## config.mk

```make
export PLATFORM = sky130hd
export DESIGN_NAME = led_stream_tx
export DESIGN_NICKNAME = d
export VERILOG_FILES = /design/src/rtl/led_stream_tx.sv
export SDC_FILE = /design/constraint.sdc
export NUM_CORES = 1
export LEC_CHECK = 0
export ABC_AREA = 1
export CORE_MARGIN = 4
export CORE_UTILIZATION = 58
export DETAILED_ROUTE_END_ITERATION = 12
export HOLD_SLACK_MARGIN = 0.1
export PLACE_DENSITY = 0.76
export SYNTH_ARGS = -nofsm -noshare
export SYNTH_HDL_FRONTEND = slang
export SYNTH_SLANG_ARGS = --single-unit
```

## constraint.sdc

```tcl
create_clock -name clk -period 2.6 [get_ports clk]
set_input_delay 0.65 -clock clk [delete_from_list [all_inputs] [get_ports clk]]
set_output_delay 0.65 -clock clk [all_outputs]
set_load 0.05 [all_outputs]
```

## src/rtl/led_stream_tx.sv

```systemverilog
// led_stream_tx: WS2812-class one-wire LED strip transmitter.
// Colour words are buffered in a small FIFO and sent NUM_LEDS per frame as NRZ
// pulses, MSB first. Each frame closes with a TRESET-cycle low latch interval.
// A frame that starves for GAP_MAX cycles between words is aborted (underflow_o).
// Build option: define LED_TX_GRB_ORDER_EN to send each word in {G,R,B} order
// (WS2812B wiring); when undefined the word goes out as {R,G,B}.
//
// state   | meaning
// --------+-------------------------------------------------------------
// IDLE    | no frame in progress, waiting for a buffered word
// LOAD    | pop one word into the shifter (led low for this one cycle)
// HIGH    | led high for T0H or T1H cycles depending on shifter MSB
// LOW     | led low for the remainder of the TBIT bit period
// GAP     | mid-frame, FIFO empty; abort after GAP_MAX idle cycles
// LATCH   | led low for TRESET cycles so the strip latches the frame

module led_stream_tx #(
    parameter int NUM_LEDS   = 24,
    parameter int FIFO_DEPTH = 8,
    parameter int TBIT       = 63,
    parameter int T0H        = 20,
    parameter int T1H        = 40,
    parameter int TRESET     = 3000,
    parameter int GAP_MAX    = 1000
) (
    input  logic        clk,
    input  logic        rst_n,
    input  logic [23:0] rgb_i,
    input  logic        data_v_i,
    output logic        ready_o,
    output logic        led_o,
    output logic        busy_o,
    output logic        frame_done_o,
    output logic        underflow_o
);

    localparam int TMAX_A = (TRESET > TBIT) ? TRESET : TBIT;
    localparam int TMAX   = (TMAX_A > GAP_MAX) ? TMAX_A : GAP_MAX;
    localparam int TW     = $clog2(TMAX + 1);
    localparam int WCW    = (NUM_LEDS > 1) ? $clog2(NUM_LEDS) : 1;
    localparam int PW     = $clog2(FIFO_DEPTH);
    localparam int CW     = PW + 1;

    // Timer reload values: the timer counts down and the state ends on zero.
    localparam logic [TW-1:0]  T0H_M1    = TW'(T0H - 1);
    localparam logic [TW-1:0]  T1H_M1    = TW'(T1H - 1);
    localparam logic [TW-1:0]  T0L_M1    = TW'(TBIT - T0H - 1);
    localparam logic [TW-1:0]  T1L_M1    = TW'(TBIT - T1H - 1);
    localparam logic [TW-1:0]  TRESET_M1 = TW'(TRESET - 1);
    localparam logic [TW-1:0]  GAP_M1    = TW'(GAP_MAX - 1);
    localparam logic [WCW-1:0] LAST_WORD = WCW'(NUM_LEDS - 1);

    typedef enum logic [2:0] {
        S_IDLE, S_LOAD, S_HIGH, S_LOW, S_GAP, S_LATCH
    } state_t;

    state_t         state;
    logic [23:0]    shifter;
    logic [4:0]     bit_cnt;
    logic [WCW-1:0] word_cnt;
    logic [TW-1:0]  timer;

    logic [23:0]    mem [FIFO_DEPTH];
    logic [PW-1:0]  wr_ptr;
    logic [PW-1:0]  rd_ptr;
    logic [CW-1:0]  count;
    logic           fifo_empty;
    logic           push;
    logic           pop;
    logic [23:0]    rd_word;
    logic [23:0]    load_word;

    assign ready_o    = (count != CW'(FIFO_DEPTH));
    assign fifo_empty = (count == '0);
    assign push       = data_v_i && ready_o;
    assign pop        = (state == S_LOAD);
    assign busy_o     = (state != S_IDLE);
    assign rd_word    = mem[rd_ptr];

`ifdef LED_TX_GRB_ORDER_EN
    assign load_word  = {rd_word[15:8], rd_word[23:16], rd_word[7:0]};
`else
    assign load_word  = rd_word;
`endif

    // FIFO storage; contents need no reset since occupancy gates every read.
    always_ff @(posedge clk) begin
        if (push) begin
            mem[wr_ptr] <= rgb_i;
        end
    end

    // FIFO pointers and occupancy.
    always_ff @(posedge clk or negedge rst_n) begin
        if (!rst_n) begin
            wr_ptr <= '0;
            rd_ptr <= '0;
            count  <= '0;
        end else begin
            if (push) wr_ptr <= wr_ptr + PW'(1);
            if (pop)  rd_ptr <= rd_ptr + PW'(1);
            case ({push, pop})
                2'b10:   count <= count + CW'(1);
                2'b01:   count <= count - CW'(1);
                default: count <= count;
            endcase
        end
    end

    // Transmit sequencer: bit timing, word/frame counting and registered outputs.
    always_ff @(posedge clk or negedge rst_n) begin
        if (!rst_n) begin
            state        <= S_IDLE;
            shifter      <= '0;
            bit_cnt      <= '0;
            word_cnt     <= '0;
            timer        <= '0;
            led_o        <= 1'b0;
            frame_done_o <= 1'b0;
            underflow_o  <= 1'b0;
        end else begin
            frame_done_o <= 1'b0;
            underflow_o  <= 1'b0;
            case (state)
                S_IDLE: begin
                    if (!fifo_empty) state <= S_LOAD;
                end
                S_LOAD: begin
                    shifter <= load_word;
                    bit_cnt <= 5'd23;
                    timer   <= load_word[23] ? T1H_M1 : T0H_M1;
                    led_o   <= 1'b1;
                    state   <= S_HIGH;
                end
                S_HIGH: begin
                    if (timer == '0) begin
                        led_o <= 1'b0;
                        timer <= shifter[23] ? T1L_M1 : T0L_M1;
                        state <= S_LOW;
                    end else begin
                        timer <= timer - TW'(1);
                    end
                end
                S_LOW: begin
                    if (timer != '0) begin
                        timer <= timer - TW'(1);
                    end else if (bit_cnt != 5'd0) begin
                        // Next bit's high time comes from the bit about to become MSB.
                        shifter <= {shifter[22:0], 1'b0};
                        bit_cnt <= bit_cnt - 5'd1;
                        timer   <= shifter[22] ? T1H_M1 : T0H_M1;
                        led_o   <= 1'b1;
                        state   <= S_HIGH;
                    end else if (word_cnt == LAST_WORD) begin
                        word_cnt     <= '0;
                        timer        <= TRESET_M1;
                        frame_done_o <= (TRESET == 1);
                        state        <= S_LATCH;
                    end else begin
                        word_cnt <= word_cnt + WCW'(1);
                        if (!fifo_empty) begin
                            state <= S_LOAD;
                        end else begin
                            timer <= GAP_M1;
                            state <= S_GAP;
                        end
                    end
                end
                S_GAP: begin
                    if (!fifo_empty) begin
                        state <= S_LOAD;
                    end else if (timer == '0) begin
                        underflow_o <= 1'b1;
                        word_cnt    <= '0;
                        state       <= S_IDLE;
                    end else begin
                        timer <= timer - TW'(1);
                    end
                end
                S_LATCH: begin
                    // frame_done_o is registered so it lands on the final latch cycle.
                    if (timer == '0) begin
                        state <= S_IDLE;
                    end else begin
                        timer        <= timer - TW'(1);
                        frame_done_o <= (timer == TW'(1));
                    end
                end
                default: state <= S_IDLE;
            endcase
        end
    end

endmodule

```

==> run summary <==
The flow ran to the end, and the final reports show no timing, DRC or antenna violations. The average via count per standard cell is 5.72. The root buffer cell chosen for the clock tree is sky130_fd_sc_hd__clkbuf_16. Registers are responsible for 38.8% of the overall power.

The library cells used most frequently in the layout, excluding fill and tap cells, are sky130_fd_sc_hd__nand2_1, sky130_fd_sc_hd__edfxtp_1, sky130_fd_sc_hd__nand3_1, sky130_fd_sc_hd__nor2_1, sky130_fd_sc_hd__dfrtp_1. The number of diodes added for antenna fixing came out at 0. The sequential fraction of the synthesis area came out at 66.1%. The arrival time at the worst endpoint came out at 1.69 ns. The total cell area at the placement stage is 11800 µm². Routability-driven placement finished with a final weighted congestion of 0.867. At the pin with the least slew margin, the transition time is 0.699 ns. In this run the worst hold path is classified as in -> async.

The layout overhead on the synthesized area came out at 13.6%. The final count of pins violating max slew came out at 0. The worst path required time is 1.95 ns. After detailed routing, the average wire length per cell comes to 18.1 µm. The depth of the CTS H-tree is 1. The warning count from the yosys run came out at 0.

The prevailing post-synth register cell is sky130_fd_sc_hd__edfxtp_1. Port buffering added 31 buffers. The critical path starts at led_o$_DFFE_PN0P_. The total core area came out at 18800 µm².

Post-CTS timing repair inserted 0 buffers for setup. The period utilization is 90.0%. The routed wire length is 24.2 mm. After detailed routing, the number of remaining DRC violations is 0.

Net switching is 38.6% of the power. Global routing used 22.9% of the available tracks across all layers. TritonCTS built the clock tree.

The number of buffers and inverters on the critical path is 1. Across the run, the number of max-cap violations was 0. The reg2reg setup slack is 0.37 ns.

The row count is 50. The number of antenna violations at the first check in global routing is 0. The via count of the first global-routing pass is 7532. Summing all non-filler instances in the final layout gives an area of 12600 µm².

The logic depth of the worst path, buffers included came out at 1. Setup repair after global routing left no endpoint under its margin. The combinational power share is 36.8%.

The kind of critical path is reg -> out. The biggest cell delay along the critical path came out at 0.80 ns. The switching power came out at 0.00566 W. Gates resized during post-CTS repair numbered 1. Cell internal power was estimated by the tool at 0.00900 W.

The number of nets still failing antenna checks after routing came out at 0. The relative slew slack came out at 53.3%. Of all flip-flops after synthesis, the portion carrying an async set or reset was 24.4%. The kind of cell with the highest combined delay along the critical path is buffers and inverters. Yosys mapped a number of flops with a built-in enable equal to 192. The clock period could shrink to 2.34 ns. Entering global routing, the biggest net connects 93 pins. The worst ir drop on vdd came out at 0.659 mV.

The mapped netlist covers 11100 µm². The wire length of the first global-routing pass is 39.2 mm. The final core utilization is 67.0%. The most common cell after layout, fill and taps aside is sky130_fd_sc_hd__nand2_1. The number of top-level pins is 32.

The element type at the critical path start is a flip-flop. The count of hold-fix buffers inserted at cts came out at 0. The synthesized netlist net count came out at 1083. The die footprint is 21400 µm².

STA classifies the critical path endpoint as an output port. The die is 146 µm wide. The number of design-rule violations left by the first detailed-router iteration came out at 671. The maximum fanout along the worst path came out at 2. In this run the critical register-to-register path is captured at shifter[12]$_DFFE_PN0P_. The areal power density over the cells came out at 1170 nW/µm². The worst-case clock skew is 0.0281 ns. The setup-violating endpoint count in the final report came out at 0. Counting the buffers created by CTS gives 26.

The logic depth of the worst register-to-register path is 10. Per report_power, the clock group accounts for 24.4% of the total. On the final layout, the worst hold slack is 0.121 ns. The count of cell types in the netlist came out at 38.

The cell with the largest stage delay on the worst path is sky130_fd_sc_hd__clkdlybuf4s50_1. In this run the critical register-to-register path is launched from timer[0]$_DFFE_PN0P_. Summed over all layers, the global routing overflow is 0. The number of sinks driven by the clock tree is 254. The power consumption is 0.0147 W. The first-pass iteration count of the detailed router came out at 5. For this run, the post-layout net count is 1124.

Clock-pin slew was measured on the worst setup and hold paths at 0.06 ns. The static leakage came out at 5.04 nW. The post-synthesis instance total is 1044. The synthesized area per cell came out at 10.6 µm².

The deepest clock path buffer count came out at 3. Across all layers, the routed design uses 7657 vias. In this run the worst setup path terminates at led_o. The insertion delay of the later-clocked pin in the worst-skew pair is 0.55 ns.

Walking the worst path, the cells encountered are clkdlybuf4s50_1. Derived from the worst setup path, the maximum achievable clock frequency is 427 MHz. The initial cell density of the core came out at 59.0%. The chip height is 146 µm. The proportion of layout cells with a drive suffix above 1 is 9.86%. The HPWL after detailed placement is 15.2 mm. The setup TNS after final layout came out at 0 ns. The final hold violation count is 0.

The number of synthesized register bits came out at 254.
[registers in the layout, indices dropped and copies added (netlist names)]
name,cells
rd_ptr,3
bit_cnt,5
mem,192
timer,12
shifter,24
underflow_o,1
frame_done_o,1
word_cnt,5
state,3
count,4
led_o,1
wr_ptr,3
[cells by family (layout without fill, tap and decap cells)]
| logic type | Yosys count | count (layout) | synth area share, % |
|---|---|---|---|
| adders and majority gates | 12 | 12 | 1.42 |
| and+or+nand+nor | 542 | 542 | 20.7 |
| buffers and inverters | 103 | 164 | 4.02 |
| AOI/OAI and AO/OA | 114 | 114 | 6.32 |
| xor gates and xnor gates | 18 | 18 | 1.42 |
| muxes | 1 | 1 | 0.0904 |
| DFF | 254 | 254 | 66.1 |
[layout make-up]
cell class / instances / area (µm²)
tap: 234 / 293
inverter: 52 / 195
sequential: 254 / 7320
multi-input combinational: 687 / 3330
timing repair buffer: 64 / 612
clock buffer: 33 / 677
fill: 1398 / 6190
clock inverter: 15 / 149
[cells in the mapped netlist (5+ instances only)]
master,instances,area (µm²)
sky130_fd_sc_hd__nor2_1,74,278
sky130_fd_sc_hd__o211ai_2,6,75.1
sky130_fd_sc_hd__o21ai_1,9,45.0
sky130_fd_sc_hd__ha_1,11,138
sky130_fd_sc_hd__buf_1,5,18.8
sky130_fd_sc_hd__buf_2,14,70.1
sky130_fd_sc_hd__clkbuf_1,25,93.8
sky130_fd_sc_hd__o21ai_0,56,280
sky130_fd_sc_hd__xor2_1,15,131
sky130_fd_sc_hd__a21oi_1,11,55.1
sky130_fd_sc_hd__o211ai_1,17,128
sky130_fd_sc_hd__dfrtp_1,62,1550
sky130_fd_sc_hd__o22ai_1,8,50.1
sky130_fd_sc_hd__inv_1,49,184
sky130_fd_sc_hd__nand3_1,136,681
sky130_fd_sc_hd__edfxtp_1,192,5770
sky130_fd_sc_hd__nand2_1,311,1170
[how the worst min path moves through the flow]
stage	from	endpoint	slack [ns]	cells after the start
after floorplan	rst_n	bit_cnt[0]$_DFFE_PN0P_	0.35	0
after global placement	shifter[11]$_DFFE_PN0P_	shifter[11]$_DFFE_PN0P_	0.46	2
after detailed placement	shifter[11]$_DFFE_PN0P_	shifter[11]$_DFFE_PN0P_	0.46	2
after CTS	rst_n	timer[2]$_DFFE_PN0P_	0.14	1
after global routing	rst_n	timer[2]$_DFFE_PN0P_	0.16	1
final	rst_n	timer[2]$_DFFE_PN0P_	0.12	1
[metal layers]
metal  global-route usage (%)  vias to the layer above  wire, µm
met5                        0                        -         0
met4                     6.30                        0       626
met1                     31.6                     3691     10200
li1                         -                     3656         -
met2                     37.9                      261     11800
met3                     4.00                       49      1520
[stage by stage]
| step | setup WS, ns | instances |
|---|---|---|
| 2_1_floorplan | -0.198 | 1044 |
| 3_3_place_gp | 0.158 | 1291 |
| 3_5_place_dp | 0.105 | 1291 |
| 4_1_cts | 0.242 | 1339 |
| 5_1_grt | 0.120 | 1339 |
| 6_report | 0.261 | 1339 |
[power groups by stage]
stage | Combinational [W] | Sequential, W | Clock (W)
after CTS | 0.00540 | 0.00568 | 0.00363
after global placement | 0.00521 | 0.00574 | 0
after floorplan | 0.00385 | 0.00567 | 0
after global routing | 0.00607 | 0.00576 | 0.00382
final | 0.00539 | 0.00569 | 0.00358
after detailed placement | 0.00537 | 0.00575 | 0
(Power assumes the default switching activity.)
